### src/rtl/branch_redirect_unit_pkg.sv
// ============================================================================
// Module      : branch_redirect_unit_pkg
// Description : Shared word width and branch-command encodings for the
//               ID-stage branch redirect logic.
// Revision    : 1.0 - initial release
// ============================================================================
`default_nettype none

package branch_redirect_unit_pkg;

    localparam int WORD_LEN = 32;

    localparam logic [1:0] COND_NONE = 2'b00;
    localparam logic [1:0] COND_JUMP = 2'b01;
    localparam logic [1:0] COND_BEZ  = 2'b10;
    localparam logic [1:0] COND_BNE  = 2'b11;

    function automatic logic isCondBranch(input logic [1:0] comm);
        return (comm == COND_BEZ) || (comm == COND_BNE);
    endfunction

endpackage

`default_nettype wire

### src/rtl/sat_counter.sv
// ============================================================================
// Module      : sat_counter
// Description : Saturating up-counter with a synchronous clear that takes
//               priority over increment.
// Revision    : 1.0 - initial release
// ============================================================================
`default_nettype none

module sat_counter #(
    parameter int CNT_W = 16
) (
    input  logic             clk,
    input  logic             rst,
    input  logic             inc,
    input  logic             clr,
    output logic [CNT_W-1:0] count
);

    localparam logic [CNT_W-1:0] c_one = {{(CNT_W-1){1'b0}}, 1'b1};

    logic [CNT_W-1:0] r_count;

    always_ff @(posedge clk or negedge rst) begin
        if (!rst) begin
            r_count <= '0;
        end else if (clr) begin
            r_count <= '0;
        end else if (inc && (r_count != '1)) begin
            r_count <= r_count + c_one;
        end
    end

    assign count = r_count;

endmodule

`default_nettype wire

### src/rtl/branch_redirect_unit.sv
// ============================================================================
// Module      : branch_redirect_unit
// Description : Zero-latency PC redirect and IF/ID flush for taken branches
//               resolved in ID, with branch statistics counters.
// Revision    : 1.0 - initial release
// ============================================================================
`default_nettype none

module branch_redirect_unit
    import branch_redirect_unit_pkg::*;
#(
    parameter int CNT_W = 16
) (
    input  logic                clk,
    input  logic                rst,
    input  logic                brCond,
    input  logic [1:0]          cuBranchComm,
    input  logic [WORD_LEN-1:0] branchAddr,
    input  logic                idValid,
    input  logic                hazardStall,
    input  logic                clrCnt,
    output logic                pcSrc,
    output logic [WORD_LEN-1:0] pcTarget,
    output logic                flushIFID,
    output logic [CNT_W-1:0]    jumpCnt,
    output logic [CNT_W-1:0]    takenCnt,
    output logic [CNT_W-1:0]    notTakenCnt
);

    typedef enum logic [0:0] {
        S_IDLE   = 1'b0,
        S_SQUASH = 1'b1
    } state_t;

    state_t r_state;
    state_t w_nextState;
    logic   w_decision;
    logic   w_redirect;
    logic   w_incJump;
    logic   w_incTaken;
    logic   w_incNotTaken;

    always_ff @(posedge clk or negedge rst) begin
        if (!rst) begin
            r_state <= S_IDLE;
        end else begin
            r_state <= w_nextState;
        end
    end

    // SQUASH covers the wrong-path slot sitting in ID after a redirect; it
    // only drains once the pipeline actually advances.
    always_comb begin
        w_nextState = r_state;
        w_decision  = 1'b0;
        w_redirect  = 1'b0;
        case (r_state)
            S_IDLE: begin
                w_decision = idValid && !hazardStall && (cuBranchComm != COND_NONE);
                w_redirect = w_decision && brCond && rst;
                if (w_decision && brCond) begin
                    w_nextState = S_SQUASH;
                end
            end
            S_SQUASH: begin
                if (!hazardStall) begin
                    w_nextState = S_IDLE;
                end
            end
            default: begin
                w_nextState = S_IDLE;
            end
        endcase
    end

    assign pcSrc     = w_redirect;
    assign flushIFID = w_redirect;
    assign pcTarget  = w_redirect ? branchAddr : '0;

    assign w_incJump     = w_decision && (cuBranchComm == COND_JUMP);
    assign w_incTaken    = w_decision && isCondBranch(cuBranchComm) && brCond;
    assign w_incNotTaken = w_decision && isCondBranch(cuBranchComm) && !brCond;

    sat_counter #(.CNT_W(CNT_W)) u_jumpCnt (
        .clk   (clk),
        .rst   (rst),
        .inc   (w_incJump),
        .clr   (clrCnt),
        .count (jumpCnt)
    );

    sat_counter #(.CNT_W(CNT_W)) u_takenCnt (
        .clk   (clk),
        .rst   (rst),
        .inc   (w_incTaken),
        .clr   (clrCnt),
        .count (takenCnt)
    );

    sat_counter #(.CNT_W(CNT_W)) u_notTakenCnt (
        .clk   (clk),
        .rst   (rst),
        .inc   (w_incNotTaken),
        .clr   (clrCnt),
        .count (notTakenCnt)
    );

endmodule

`default_nettype wire
### config.mk
export PLATFORM = sky130hd
export DESIGN_NAME = branch_redirect_unit
export DESIGN_NICKNAME = d
export VERILOG_FILES = /design/src/rtl/branch_redirect_unit_pkg.sv /design/src/rtl/sat_counter.sv /design/src/rtl/branch_redirect_unit.sv
export SDC_FILE = /design/constraint.sdc
export NUM_CORES = 1
export LEC_CHECK = 0
export BUFFER_PORTS_ARGS = -buffer_cell sky130_fd_sc_hd__buf_2
export CAP_MARGIN = 30
export CORE_UTILIZATION = 30
export DETAILED_ROUTE_END_ITERATION = 16
export HOLD_SLACK_MARGIN = 0.06
export PLACE_DENSITY_LB_ADDON = 0.15
export RECOVER_POWER = 50
export SETUP_SLACK_MARGIN = 0.1
export SYNTH_ARGS = -nofsm -noshare
export SYNTH_HDL_FRONTEND = slang
export SYNTH_HIERARCHICAL = 1
export SYNTH_SLANG_ARGS = --single-unit
### constraint.sdc
create_clock -name clk -period 3.7 [get_ports clk]
set_input_delay 0.37 -clock clk [delete_from_list [all_inputs] [get_ports clk]]
set_output_delay 0.37 -clock clk [all_outputs]
set_load 0.01 [all_outputs]
Yosys cells after proc, flatten, opt, wreduce, memory -nomap -nowiden
Index checks and enable logic that the tools add are counted.
W data, S select, Z words.

operators by class
  add/sub/neg operators = 3
  equal/unequal tests = 6
  multiplexer cells = 12
  bitwise gates (word level) = 1
  reduce and logical (&&, ||, !) cells = 18

operators with widths
  cell                     number
  $mux W16                 6
  $add A16 B1 Y16 const B  3
  $ne A16 B16 Y1 const B   3
  $mux W32                 1
  $logic_and A1 B1 Y1      11
  $reduce_bool A2 Y1       4
  $eq A2 B2 Y1 const B     2
  $mux W1                  4
  $eq A2 B1 Y1 const B     1
  $logic_not A1 Y1         2
  $pmux W1 S2              1
  $logic_or A1 B1 Y1       1
  $not A1 Y1               1

storage, ports and cells
  register bits = 49
  bits of input ports = 40
  output and inout port bits = 82
  word-level logic and storage cells = 44

Logic depth before layout (Yosys ltp)
  depth in word-level cells = 9
  mapped depth = 9
  gate-level depth less buffers = 5

Cells and area by module
The synthesis kept the hierarchy.

by module, submodules not included
  module                instances  cells an instance  area an instance (um^2)  seq. area each (um^2)
  sat_counter           3          98                 942.2                    400.4
  branch_redirect_unit  1          83                 584.3                    25.0

Worst setup path before layout
No wires, ideal clock.

  kind = reg-to-reg
  from = register r_state
  to = register u_notTakenCnt.r_count[3], in the netlist u_notTakenCnt/count[3]
  library setup time = 0.078 ns
  data arrival time = 2.344 ns
  required time = 3.622 ns
  slack = 1.278 ns
  stages on the path, launching flop included = 9
  path buffers = 3
  clock period less this slack = 2.422 ns
  cells stage by stage = dfrtp_1 -> or3b_1 -> buf_6 -> buf_8 -> nor3_1 -> inv_1 -> clkbuf_1 -> or4_2 -> a21oi_1

between the ends
  longest elaborated chain between the ends = 5

ends and longest elaborated chain
  item                                 RTL line                    text
  start: declaration                   branch_redirect_unit.sv:35  state_t r_state;
  start signal: assignment             branch_redirect_unit.sv:47  r_state <= w_nextState;
  $mux W1                              branch_redirect_unit.sv:57  case (r_state)
  $logic_and A1 B1 Y1 (2 in series)    branch_redirect_unit.sv:82  assign w_incNotTaken = w_decision && isCondBranch(cuBranchComm) && !brCond;
  named net w_incNotTaken              branch_redirect_unit.sv:41  logic w_incNotTaken;
  $logic_and A1 B1 Y1                  sat_counter.sv:28           end else if (inc && (r_count != '1)) begin
  $reduce_bool A2 Y1 (no source line)  --
  end signal: assignment               sat_counter.sv:29           r_count <= r_count + c_one;
  end: declaration                     sat_counter.sv:21           logic [CNT_W-1:0] r_count;

The timed path passes the listed nets, and every way through them passes these cells.
A chain may end at the register's enable or synchronous reset.

Final worst setup path
  from = register r_state
  to = register u_jumpCnt.r_count[3], in the netlist u_jumpCnt/count[3]

between the ends
  longest elaborated chain between the ends = 4

ends and longest elaborated chain
  item                                 RTL line                    text
  $mux W1                              branch_redirect_unit.sv:57
  $logic_and A1 B1 Y1                  branch_redirect_unit.sv:80  assign w_incJump = w_decision && (cuBranchComm == COND_JUMP);
  named net w_incJump                  branch_redirect_unit.sv:39  logic w_incJump;
  $logic_and A1 B1 Y1                  sat_counter.sv:28
  $reduce_bool A2 Y1 (no source line)  --
  end signal: assignment               sat_counter.sv:29
  end: declaration                     sat_counter.sv:21

The timed path passes the listed nets, and every way through them passes these cells.

==> metrics.txt <==
number of global-route vias before repair 2873; r2r setup slk 0.79 ns; Slew @ Worst Pin 2.78 ns; Skew-Pair Late Insertion Delay 0.29 ns; max-slew violations 50; flops & latches, synth 49; worst r2r src r_state; row count 38; Tot GR Track Use 15.0%; worst rel slew slack -85.2%; Max Fclk 344 MHz; Distinct cells, synth 36; Worst-path clk slew 0.06 ns; VDD IR max 159 uV; clk buf depth 2; violated checks capacitance limit, slew limit; total congestion overflow 0; WP data required 3.90 ns; die span in y 109 um; commonest non-fill, non-tap cells in the layout buf_2, dfrtp_1, inv_1, clkbuf_1, a21oi_1; Worst EP arrival 3.11 ns; sequential area share after synthesis 36.0%; PortBufs 121; r2r endpoint u_jumpCnt/count[3]; drt first pass iters 4; hold endpoint r_state; vias 3317; detailed-route vias per instance 5.30; Die X 109 um; Final period util 78.5%; Leakage Power 0.00185 uW; Initial Utilization 31.2%; Num CTS Buffers 5; antenna-violating nets left 0; Initial DRC Count 166; first-pass GRT wire length 14100 um; placed cell area 4070 sq um; Crit Path Class reg2reg; Power per Cell Area 265 nW/um^2; most common cell after layout, fill and taps aside buf_2; Remaining DRCs 0; Post-Route WL 9000 um; startpoint types flop; post-synth design cell area 3410 sq um; Worst Hold Class in2reg; max cap viols 1; warning count from the yosys run 6; status complete, but fails checks; Reg2Reg Depth 5; Final nets 529; crit path from r_state; Wirelength per Cell 14.4 um; number of antenna violations at the first check in global routing 0; n_diodes 0; Clock Sinks 49; final hold violations 0; largest net degree at the start of global routing 50; DPL Wire Length 6290 um; Cells on Worst Hold Path 3; P&R area growth vs syn 22.0%; Worst Min Path Start hazardStall; RSZ-0062 raised after global routing no; Worst Skew 0.00343 ns; postcts setup bufs 0; Crit. End Element flop; post-synth top area share 36.0%; final worst path period need 2.91 ns; Die ar. 11800 sq um; syn nets 420; Core Area 10900 sq um; Final Instance Area 4160 sq um; Synth Instances 377; GPL Wtd Cong 0.766; top post-synthesis cells by area dfrtp_1, nor3_2, a21oi_1, inv_1, o31ai_1; CTS resizes 0; IO Pins 122; Fin Setup TNS 0 ns; CTS Hold Bufs 0; layout cells sized above 1 30.0%; CTS tree yes; Synth Area per Inst 9.05 sq um; Yosys top cell by area dfrtp_1; H-tree levels 2; Setup violations, final 0; critical path peak fanout 22; root buffer cell clkbuf_16
worst max-delay path by stage:
stage / to / slack, ns / cells past startpoint
after CTS: u_jumpCnt/count[3] / 0.78 / 5
after floorplan: u_notTakenCnt/count[3] / 1.28 / 8
after global routing: u_takenCnt/count[10] / 0.33 / 2
final: u_jumpCnt/count[3] / 0.79 / 5
after global placement: u_jumpCnt/count[3] / 0.78 / 6
after detailed placement: u_jumpCnt/count[3] / 0.70 / 6
metal layers:
layer  up-vias  track usage, %  routed length [um]
met4         0            4.34                  81
met3         7            3.11                 766
li1       1614               -                   -
met2       132            25.6                4220
met1      1564            19.0                3930
met5         -               0                   0
Yosys cell counts, drive strengths merged:
| library cell | count |
|---|---|
| a211oi | 3 |
| a21oi | 33 |
| and3 | 6 |
| and4 | 6 |
| buf | 11 |
| clkbuf | 12 |
| dfrtp | 49 |
| ha | 3 |
| inv | 42 |
| mux2 | 12 |
| nand2 | 19 |
| nand3 | 9 |
| nand3b | 3 |
| nand4 | 21 |
| nor2 | 13 |
| nor2b | 12 |
| nor3 | 37 |
| nor3b | 1 |
| nor4 | 15 |
| o211ai | 4 |
| o21ai | 14 |
| o31ai | 21 |
| or3 | 9 |
| or3b | 1 |
| or4 | 21 |
per-stage QoR:
stage          total power (uW)  utilization, %  hold WS [ns]  setup WS (ns)  std cells
2_1_floorplan               610               -        0.0744           1.28        377
6_report                   1100            38.0         0.314          0.794        626
5_1_grt                    1150            38.0         0.348          0.333        626
4_1_cts                    1130            38.5         0.310          0.776        626
3_5_place_dp                655            37.2         0.481          0.701        619
3_3_place_gp                653            37.2         0.461          0.783        619
logic make-up (layout without fill, tap and decap cells):
family                   count (synthesis)  after routing  share of synthesized area [%]
AND/OR/NAND/NOR                        173            173                           36.0
AO/OA/AOI/OAI                           75             75                           13.9
buffers and inverters                   65            174                           9.02
flip-flops                              49             49                           36.0
multiplexers                            12             12                           3.96
adder cells (fa/ha/maj)                  3              3                           1.10
critical path: stages, from the launching register on:
cell and delay (ns):
dfrtp_1 0.37, or3b_2 0.52, nor3b_1 0.56, inv_1 0.48, or4_2 0.74, a21oi_1 0.15
sequential cells by signal, summed over array words and instances, names as in the netlist:
name,count
u_jumpCnt/count,16
u_notTakenCnt/count,16
u_takenCnt/count,16
r_state,1
area by class of cell:
| type | instances | area, sq um |
|---|---|---|
| inverters | 42 | 158 |
| fillers | 1128 | 6780 |
| well taps | 140 | 175 |
| multi-input cells | 263 | 1880 |
| flip-flops and latches | 49 | 1230 |
| repair buffers | 125 | 582 |
| clock buffers | 7 | 143 |
where the power goes:
| group | internal, uW | switching [uW] |
|---|---|---|
| clock | 266 | 194 |
| combinational | 31.6 | 69.9 |
| sequential | 538 | 1.98 |
Power figures use the tool's default switching activity.
